`config.mk`:
```
export PLATFORM = sky130hd
export DESIGN_NAME = dac_instr_serializer
export DESIGN_NICKNAME = d
export VERILOG_FILES = /design/src/rtl/dac_instr_serializer.sv
export SDC_FILE = /design/constraint.sdc
export NUM_CORES = 1
export LEC_CHECK = 0
export ABC_AREA = 1
export CAP_MARGIN = 5
export CORE_UTILIZATION = 54
export DETAILED_ROUTE_END_ITERATION = 8
export GPL_ROUTABILITY_DRIVEN = 0
export PLACE_DENSITY = 0.81
export SLEW_MARGIN = 20
export SYNTH_ARGS = -nofsm -noshare
export SYNTH_HDL_FRONTEND = slang
export SYNTH_SLANG_ARGS = --single-unit
```
`constraint.sdc`:
```
create_clock -name clk_in -period 3.9 [get_ports clk_in]
set_input_delay 0.78 -clock clk_in [delete_from_list [all_inputs] [get_ports clk_in]]
set_output_delay 0.78 -clock clk_in [all_outputs]
set_load 0.01 [all_outputs]
```
`src/rtl/dac_instr_serializer.sv`:
```
// Holds the newest code for each DAC channel and sends pending updates round-robin as 32-bit SPI frames.
// Optional build macro DAC_LDAC_PULSE_EN: channel writes skip the update and a 2-cycle nLDAC pulse follows each channel frame.
module dac_instr_serializer #(
    parameter int N_CHAN   = 8,
    parameter int W_DATA   = 16,
    parameter int SCLK_DIV = 2,
    parameter int T_SYNC   = 4
) (
    input  logic                     clk_in,
    input  logic                     reset_in,
    input  logic [N_CHAN-1:0]        data_valid_in,
    input  logic [N_CHAN*W_DATA-1:0] data_in,
    input  logic                     ref_set_in,
    output logic                     dac_nsync_out,
    output logic                     dac_sclk_out,
    output logic                     dac_din_out,
    output logic                     dac_nldac_out,
    output logic                     dac_nclr_out,
    output logic                     wr_done_out,
    output logic                     busy_out
);
    localparam int PTR_W  = (N_CHAN > 1) ? $clog2(N_CHAN) : 1;
    localparam int DIV_W  = $clog2(SCLK_DIV + 1);
    localparam int SYNC_W = $clog2(T_SYNC + 1);
    localparam logic [31:0] REF_WORD = 32'h0800_0001;
`ifdef DAC_LDAC_PULSE_EN
    localparam logic [3:0] CTRL = 4'b0000;
`else
    localparam logic [3:0] CTRL = 4'b0011;
`endif

    typedef enum logic [2:0] {IDLE, LOAD, SCLK_HI, SCLK_LO, SYNC_HIGH} state_t;

    state_t              state_reg;
    logic [N_CHAN-1:0]   pending_reg;
    logic                ref_pending_reg;
    logic [PTR_W-1:0]    ptr_reg;
    logic [30:0]         shift_reg;
    logic [4:0]          bit_cnt_reg;
    logic [DIV_W-1:0]    div_cnt_reg;
    logic [SYNC_W-1:0]   sync_cnt_reg;
    logic                nsync_reg, sclk_reg, din_reg, wr_done_reg, busy_reg;

    logic [W_DATA-1:0]   hold_word [N_CHAN];
    logic                grant_found;
    logic [PTR_W-1:0]    grant_idx;
    logic [PTR_W-1:0]    scan_idx;
    logic                ref_grant, chan_grant;
    logic [N_CHAN-1:0]   grant_mask;
    logic [31:0]         word;
    logic                div_last, frame_end;

    // Per-channel holding register: a strobe always overwrites, so only the newest code survives.
    for (genvar gi = 0; gi < N_CHAN; gi++) begin : g_chan
        logic [W_DATA-1:0] hold_reg;
        always_ff @(posedge clk_in) begin
            if (reset_in)
                hold_reg <= '0;
            else if (data_valid_in[gi])
                hold_reg <= data_in[gi*W_DATA +: W_DATA];
        end
        assign hold_word[gi] = hold_reg;
    end

    // Scan starts one past the last served channel so every requester waits at most N_CHAN-1 frames.
    always_comb begin
        grant_found = 1'b0;
        grant_idx   = '0;
        scan_idx    = '0;
        for (int i = 1; i <= N_CHAN; i++) begin
            scan_idx = PTR_W'((int'(ptr_reg) + i) % N_CHAN);
            if (!grant_found && pending_reg[scan_idx]) begin
                grant_found = 1'b1;
                grant_idx   = scan_idx;
            end
        end
    end

    assign ref_grant  = (state_reg == IDLE) && ref_pending_reg;
    assign chan_grant = (state_reg == IDLE) && !ref_pending_reg && grant_found;
    assign grant_mask = chan_grant ? (N_CHAN'(1) << grant_idx) : '0;
    assign word       = ref_pending_reg ? REF_WORD
                                        : {4'h0, CTRL, 4'(grant_idx), hold_word[grant_idx], 4'h0};
    assign div_last   = (div_cnt_reg == DIV_W'(SCLK_DIV - 1));
    assign frame_end  = (state_reg == SCLK_LO) && div_last && (bit_cnt_reg == 5'd31);

    always_ff @(posedge clk_in) begin
        if (reset_in) begin
            state_reg       <= IDLE;
            pending_reg     <= '0;
            ref_pending_reg <= 1'b0;
            ptr_reg         <= PTR_W'(N_CHAN - 1);
            shift_reg       <= '0;
            bit_cnt_reg     <= '0;
            div_cnt_reg     <= '0;
            sync_cnt_reg    <= '0;
            nsync_reg       <= 1'b1;
            sclk_reg        <= 1'b1;
            din_reg         <= 1'b0;
            wr_done_reg     <= 1'b0;
            busy_reg        <= 1'b0;
        end else begin
            wr_done_reg     <= 1'b0;
            // A strobe landing on its own grant cycle re-arms the request rather than being lost.
            pending_reg     <= (pending_reg & ~grant_mask) | data_valid_in;
            ref_pending_reg <= (ref_pending_reg & ~ref_grant) | ref_set_in;
            case (state_reg)
                IDLE: begin
                    if (ref_grant || chan_grant) begin
                        state_reg   <= LOAD;
                        shift_reg   <= word[30:0];
                        din_reg     <= word[31];
                        nsync_reg   <= 1'b0;
                        busy_reg    <= 1'b1;
                        bit_cnt_reg <= '0;
                        if (chan_grant)
                            ptr_reg <= grant_idx;
                    end
                end
                // LOAD is the first cycle of bit 31's high phase, keeping nsync low for exactly 64*SCLK_DIV cycles.
                LOAD: begin
                    if (SCLK_DIV == 1) begin
                        state_reg   <= SCLK_LO;
                        sclk_reg    <= 1'b0;
                        div_cnt_reg <= '0;
                    end else begin
                        state_reg   <= SCLK_HI;
                        div_cnt_reg <= DIV_W'(1);
                    end
                end
                SCLK_HI: begin
                    if (div_last) begin
                        state_reg   <= SCLK_LO;
                        sclk_reg    <= 1'b0;
                        div_cnt_reg <= '0;
                    end else begin
                        div_cnt_reg <= div_cnt_reg + DIV_W'(1);
                    end
                end
                SCLK_LO: begin
                    if (!div_last) begin
                        div_cnt_reg <= div_cnt_reg + DIV_W'(1);
                    end else if (frame_end) begin
                        state_reg    <= SYNC_HIGH;
                        sclk_reg     <= 1'b1;
                        nsync_reg    <= 1'b1;
                        wr_done_reg  <= 1'b1;
                        sync_cnt_reg <= '0;
                    end else begin
                        state_reg   <= SCLK_HI;
                        sclk_reg    <= 1'b1;
                        din_reg     <= shift_reg[30];
                        shift_reg   <= {shift_reg[29:0], 1'b0};
                        bit_cnt_reg <= bit_cnt_reg + 5'd1;
                        div_cnt_reg <= '0;
                    end
                end
                SYNC_HIGH: begin
                    if (sync_cnt_reg == SYNC_W'(T_SYNC - 1)) begin
                        state_reg <= IDLE;
                        busy_reg  <= 1'b0;
                        din_reg   <= 1'b0;
                    end else begin
                        sync_cnt_reg <= sync_cnt_reg + SYNC_W'(1);
                    end
                end
                default: state_reg <= IDLE;
            endcase
        end
    end

`ifdef DAC_LDAC_PULSE_EN
    logic nldac_reg;
    logic frame_is_ref_reg;

    // Pulse starts with nsync rising and spans the first two SYNC_HIGH cycles; ref frames leave it high.
    always_ff @(posedge clk_in) begin
        if (reset_in) begin
            nldac_reg        <= 1'b1;
            frame_is_ref_reg <= 1'b0;
        end else begin
            if (ref_grant || chan_grant)
                frame_is_ref_reg <= ref_grant;
            if (frame_end)
                nldac_reg <= frame_is_ref_reg;
            else if (state_reg == SYNC_HIGH && sync_cnt_reg == SYNC_W'(1))
                nldac_reg <= 1'b1;
        end
    end
    assign dac_nldac_out = nldac_reg;
`else
    assign dac_nldac_out = 1'b0;
`endif

    assign dac_nsync_out = nsync_reg;
    assign dac_sclk_out  = sclk_reg;
    assign dac_din_out   = din_reg;
    assign dac_nclr_out  = 1'b1;
    assign wr_done_out   = wr_done_reg;
    assign busy_out      = busy_reg;
endmodule

```
Word-level counts from Yosys, hierarchy flattened. Cells that the tools add are included.

Bits in writable memories: 0. Memories: 0. ROM bits: 0. Register bits: 189. Bits in latches: 0.

Order comparisons: 9. Equality and inequality tests: 15. $mul: 0. Shift operators: 1. Divide/modulo/power cells: 0. Bitwise gates (word level): 9. Mux-type cells: 74. Reduce and logical (&&, ||, !) cells: 38. Add/subtract/negate cells: 11.

Operator list (count): 31-bit two-way mux (3); 31-bit one-hot mux with 2 select lines (1); 16-bit binary-select mux with 3-bit select (1); 3-bit two-way mux (16); 3-bit by 4-bit < comparator with 1-bit output, second input constant (8); 16-bit two-way mux (2); 28-bit two-way mux (1); 1-bit two-way mux (27); 1-bit binary-select mux with 3-bit select (8); 4-bit AND reduction (4); 5-bit two-way mux (3); 3-bit one-hot mux with 5 select lines (1); 3-bit adder, second input constant (4); 1-bit logical AND (12); 2-bit != test, second input constant (6); 5-bit one-hot mux with 2 select lines (1); 3-bit by 1-bit adder with 3-bit output, second input constant (3); 3-bit by 2-bit == test with 1-bit output, second input constant (3); 3-bit AND reduction (3); 8-bit bitwise AND (1); 1-bit zero test (8); 8-bit two-way mux (1); 8-bit inverter (1); 8-bit bitwise OR (1); 27 further kinds (38).

Depth between registers and ports, before layout.
Depth after elaboration: 32. Mapped depth: 24. Gate-level depth less buffers: 21.

Least setup slack after synthesis. Ideal clock, no wire load.

Path kind: flip-flop to flip-flop. Start: register ptr_reg[1]. End: register shift_reg[14]. Required time: 3.791 ns. Cell stages (with the launch flop): 23. Slack: 1.128 ns. Library setup time: 0.109 ns. Data arrival time: 2.663 ns. Buffers on the path: 2. Period minus slack after synthesis: 2.772 ns. Cell sequence: dfxtp_1 > inv_1 > ha_1 > buf_2 > inv_1 > nand3_1 > nand2_1 > nand2_1 > nand2_2 > nand3_4 > nor2_4 > nand3_2 > nor2_2 > nand2_1 > o21ai_2 > nand2_2 > nand2_4 > inv_2 > buf_2 > nor2_1 > nor2_1 > nand2_1 > inv_1.

Cells in the longest elaborated chain, start to end: 32. Elaborated cells between the ends (all ways): 65.

RTL lines: start, declared (line 37) `logic [PTR_W-1:0] ptr_reg;`; start signal, assigned (line 92) `ptr_reg <= PTR_W'(N_CHAN - 1);`; start signal, assigned (line 117) `ptr_reg <= grant_idx;`; 3-bit by 1-bit adder with 3-bit output (line 71) `scan_idx = PTR_W'((int'(ptr_reg) + i) % N_CHAN);`; 1-bit binary-select mux with 3-bit select (line 72) `if (!grant_found && pending_reg[scan_idx]) begin`; 1-bit two-way mux (not written as such) (line 72); 1-bit two-way mux (line 72); 1-bit zero test (line 72); 1-bit logical AND (line 72); 1-bit two-way mux (line 72); 1-bit zero test (line 72); (+15 left out); 1-bit logical AND (line 72); 3-bit two-way mux (line 72); 3-bit inverter with 4-bit output (not written as such) (line 83) `: {4'h0, CTRL, 4'(grant_idx), hold_word[grant_idx], 4'h0};`; 16-bit binary-select mux with 3-bit select (line 83); 16-bit two-way mux (not written as such) (2 in series) (line 83); 28-bit two-way mux (line 82) `assign word = ref_pending_reg ? REF_WORD`; 31-bit two-way mux (line 109) `if (ref_grant || chan_grant) begin`; 31-bit one-hot mux with 2 select lines (line 107) `case (state_reg)`; end signal, assigned (line 111) `shift_reg <= word[30:0];`; end signal, assigned (line 153) `shift_reg <= {shift_reg[29:0], 1'b0};`; end, declared (line 38) `logic [30:0] shift_reg;`.

Several ways; a longest one is shown, not always the timed one. The select of a mux whose other input is x is not followed. A chain may end at the register's enable or synchronous reset.

Worst setup path after layout.
Start: register ptr_reg[0]. End: register shift_reg[8].

The elaborated chain is that of the path after synthesis.

==> qor.csv <==
metric;value;unit
Critical Path AT;3.61;ns
Root Buffer;clkbuf_16;
Peak VDD IR;0.000955;V
H-tree depth;4;
max reg flops;128;
share of cells above drive strength 1;0.0574;
max frequency;0.305;GHz
P_leak;0.00482;uW
Initial DRT Pass Iterations;5;
CP delay by family, top;simple AND/OR/NAND/NOR gates;
crit share post-route;0.840;
Synth Warn #;0;
Post-synth EDFFs;0;
Crit Path Class;reg -> reg;
Post CTS Setup Buffer Count;0;
syn_nets;1445;
Hold Buf Count CTS;0;
most used flip-flop cell after synthesis;dfxtp_1;
Yosys reg bits;189;
internal power;5500;uW
Worst Path Required;4.23;ns
Max-slew headroom;0.391;
Routed Antenna Nets;0;
Final setup viols;0;
Synth async-reset ratio;0;
Crit. End Element;flop;
# DRC;0;
Port-buffer cells;143;
Fin Setup TNS;0;ns
Die Span X;130;um
Post-CTS Resized;0;
aggregate global-route resource usage;0.308;
Hold Crit Class;reg -> reg;
CP Cell Sequence;inv_2 -> ha_1 -> inv_1 -> nand3_1 -> nand3_1 -> nand2_2 -> inv_2 -> nand3_4 -> nor2_4 -> nand3_2 -> nor2_2 -> nand2_1 -> o21ai_2 -> nand2_2 -> nand2_4 -> inv_2 -> nor2_1 -> nor2_1 -> nand2_1 -> inv_1;
Crit Path Max Fanout;36;
Top cell by count, worst path;inv_2;
clock network power share;0.177;
Mapped Avg Cell Area;6.82;sq um
die area;16900;sq um
number of diodes;0;
Core Box Area;15900;sq um
Gate power share;0.607;
Core Util, Final;0.689;
Final Net Count;1545;
final wirelength;24900;um
clock latency at the later pin of the worst-skew pair;0.44;ns
Max Slew Vio Count;0;
dpl hpwl;17300;um
starting density of the core;0.556;
clock sink total;189;
initial antenna violation count;0;
Via Count;8856;
GR Overflow Total;0;
switching portion of total power;0.499;
CTS tree;yes;
Syn-to-layout area delta;23.8;%
Core Rows;46;
WP buf/inv;5;
max incr delay on CP;0.42;ns
global-route wire length before repair;40300;um
Wirelength per Cell;15.3;um
Post-Route Skew;0.00808;ns
fill count;1358;
chip height;130;um
CP Launch Type;flop;
Seq/Total Area, Yosys;0.427;
vias in the first global route;8342;
cts bufs inserted;17;
initial DRC count;775;
clock-pin slew on the worst setup and hold paths;0.07;ns
status;finished clean;
Critical-path top delay cell;ha_1;
Clock Tree Buf Depth;2;
Final Hold Fails;0;
sequential share of power;0.215;
PD cells;1000;nW/um^2
DR vias/cell;5.44;
Unique masters post-synth;38;
Cell Area, Synth;8870;sq um
RSZ-0062 raised after global routing;false;
max_cap viols;0;
pin count of the biggest net entering global routing;81;
Slew @ Worst Pin;0.913;ns
io pins;146;
Power Total;11000;uW
P_sw;5480;uW
Post-Synthesis Cells;1300;
Period minus WS final;3.28;ns
cell usage in the layout, fill, tap and decap left out, types with 2 or more instances in the layout:
cell type,instances
nand2_1,234
dfxtp_1,189
nor2_1,188
o21ai_0,169
clkdlybuf4s50_1,143
a21oi_1,120
inv_1,120
nand3_1,80
o21ai_1,47
clkbuf_16,17
nor3_1,15
buf_4,13
inv_2,11
nand4_1,6
ha_1,6
bufinv_16,5
nor2_4,4
nand2_2,3
a31oi_1,3
nand2_4,3
clkinv_1,2
clkinv_2,2
xor2_2,2
nand3_2,2
nor2_2,2
o211ai_1,2
conb_1,2
clkbuf_8,2
inv_6,2
clkinvlp_4,2
buf_12,2
logic make-up after synthesis:
| family | Yosys count | synth area share |
|---|---|---|
| fa+ha+maj | 6 | 0.00847 |
| buf+inv | 211 | 0.101 |
| simple gates | 542 | 0.258 |
| flops | 189 | 0.427 |
| other cells | 2 | 0.000847 |
| xor+xnor | 4 | 0.00564 |
| compound gates | 346 | 0.199 |
power by group through the flow:
| stage | Sequential [uW] | Clock, uW | Combinational [uW] |
|---|---|---|---|
| floorplan | 2360 | 0 | 5230 |
| global placement | 2390 | 0 | 6370 |
| detailed placement | 2400 | 0 | 6460 |
| CTS | 2360 | 1960 | 6550 |
| global route | 2390 | 2040 | 7460 |
| finish | 2360 | 1950 | 6670 |
worst paths after layout:
path,startpoint,end,slack [ns],cells after the start
max,ptr_reg[0]$_SDFFE_PP1P_,shift_reg[8]$_SDFFE_PP0P_,0.62,20
max reg2reg,ptr_reg[0]$_SDFFE_PP1P_,shift_reg[8]$_SDFFE_PP0P_,0.62,20
min reg2reg,g_chan[7].hold_reg[12]$_SDFFE_PP0P_,g_chan[7].hold_reg[12]$_SDFFE_PP0P_,0.46,2
min,g_chan[7].hold_reg[12]$_SDFFE_PP0P_,g_chan[7].hold_reg[12]$_SDFFE_PP0P_,0.46,2
cells in the mapped netlist (2+ instances only):
library cell    n  area (sq um)
nand3_2         2          20.0
o21ai_0       169           846
nand3_1        80           400
nand2_2         3          18.8
buf_4           5          37.5
xor2_2          2          32.5
buf_2          16          80.1
nor3_1         16          80.1
a21oi_1       120           601
inv_1         120           450
nand2_1       234           878
nor2_1        188           706
conb_1          2          7.51
nand2_4         3          33.8
nand4_1         6          37.5
buf_1           2          7.51
a31oi_1         3          18.8
clkbuf_1       45           169
ha_1            6          75.1
o211ai_1        2          15.0
nor2_2          2          12.5
inv_2          11          41.3
clkinv_1        3          11.3
nor2_4          4          45.0
o21ai_1        47           235
dfxtp_1       189          3780
buf_6           9           101
through the flow:
step           instances  setup slack (ns)  hold slack (ns)  cell area (sq um)
6_report            1628             0.623            0.458              11000
3_3_place_gp        1597             0.795            0.444              10300
5_1_grt             1628             0.322            0.477              11000
3_5_place_dp        1597             0.706            0.446              10300
2_1_floorplan       1300              1.13            0.430               8870
4_1_cts             1628             0.690            0.455              11000
worst register-to-register path: stages (launching register included):
cell     delay, ns
dfxtp_1       0.34
inv_2         0.08
ha_1          0.42
inv_1         0.17
nand3_1       0.12
nand3_1       0.11
nand2_2       0.10
inv_2         0.09
nand3_4       0.08
nor2_4        0.14
nand3_2       0.11
nor2_2        0.13
nand2_1       0.11
o21ai_2       0.21
nand2_2       0.10
nand2_4       0.19
inv_2         0.29
nor2_1        0.19
nor2_1        0.06
nand2_1       0.08
inv_1         0.04
final cells by class:
| type | instances | area [sq um] | share of cell area |
|---|---|---|---|
| Multi-Input combinational cell | 900 | 4190 | 0.382 |
| Sequential cell | 189 | 3780 | 0.345 |
| Timing Repair Buffer | 158 | 1570 | 0.143 |
| Inverter | 134 | 504 | 0.0459 |
| Clock buffer | 19 | 453 | 0.0413 |
| Tap cell | 216 | 270 | 0.0246 |
| Clock inverter | 12 | 208 | 0.0189 |
layer usage:
metal  GRT usage  up-vias  part of all wire
met1       0.385     4029              0.43
li1            -     4401                 -
met3      0.0644       53             0.072
met2       0.520      373              0.47
met4       0.119        0             0.027
met5           0        -                 0
Note: power is estimated with default switching activity, not from simulation.
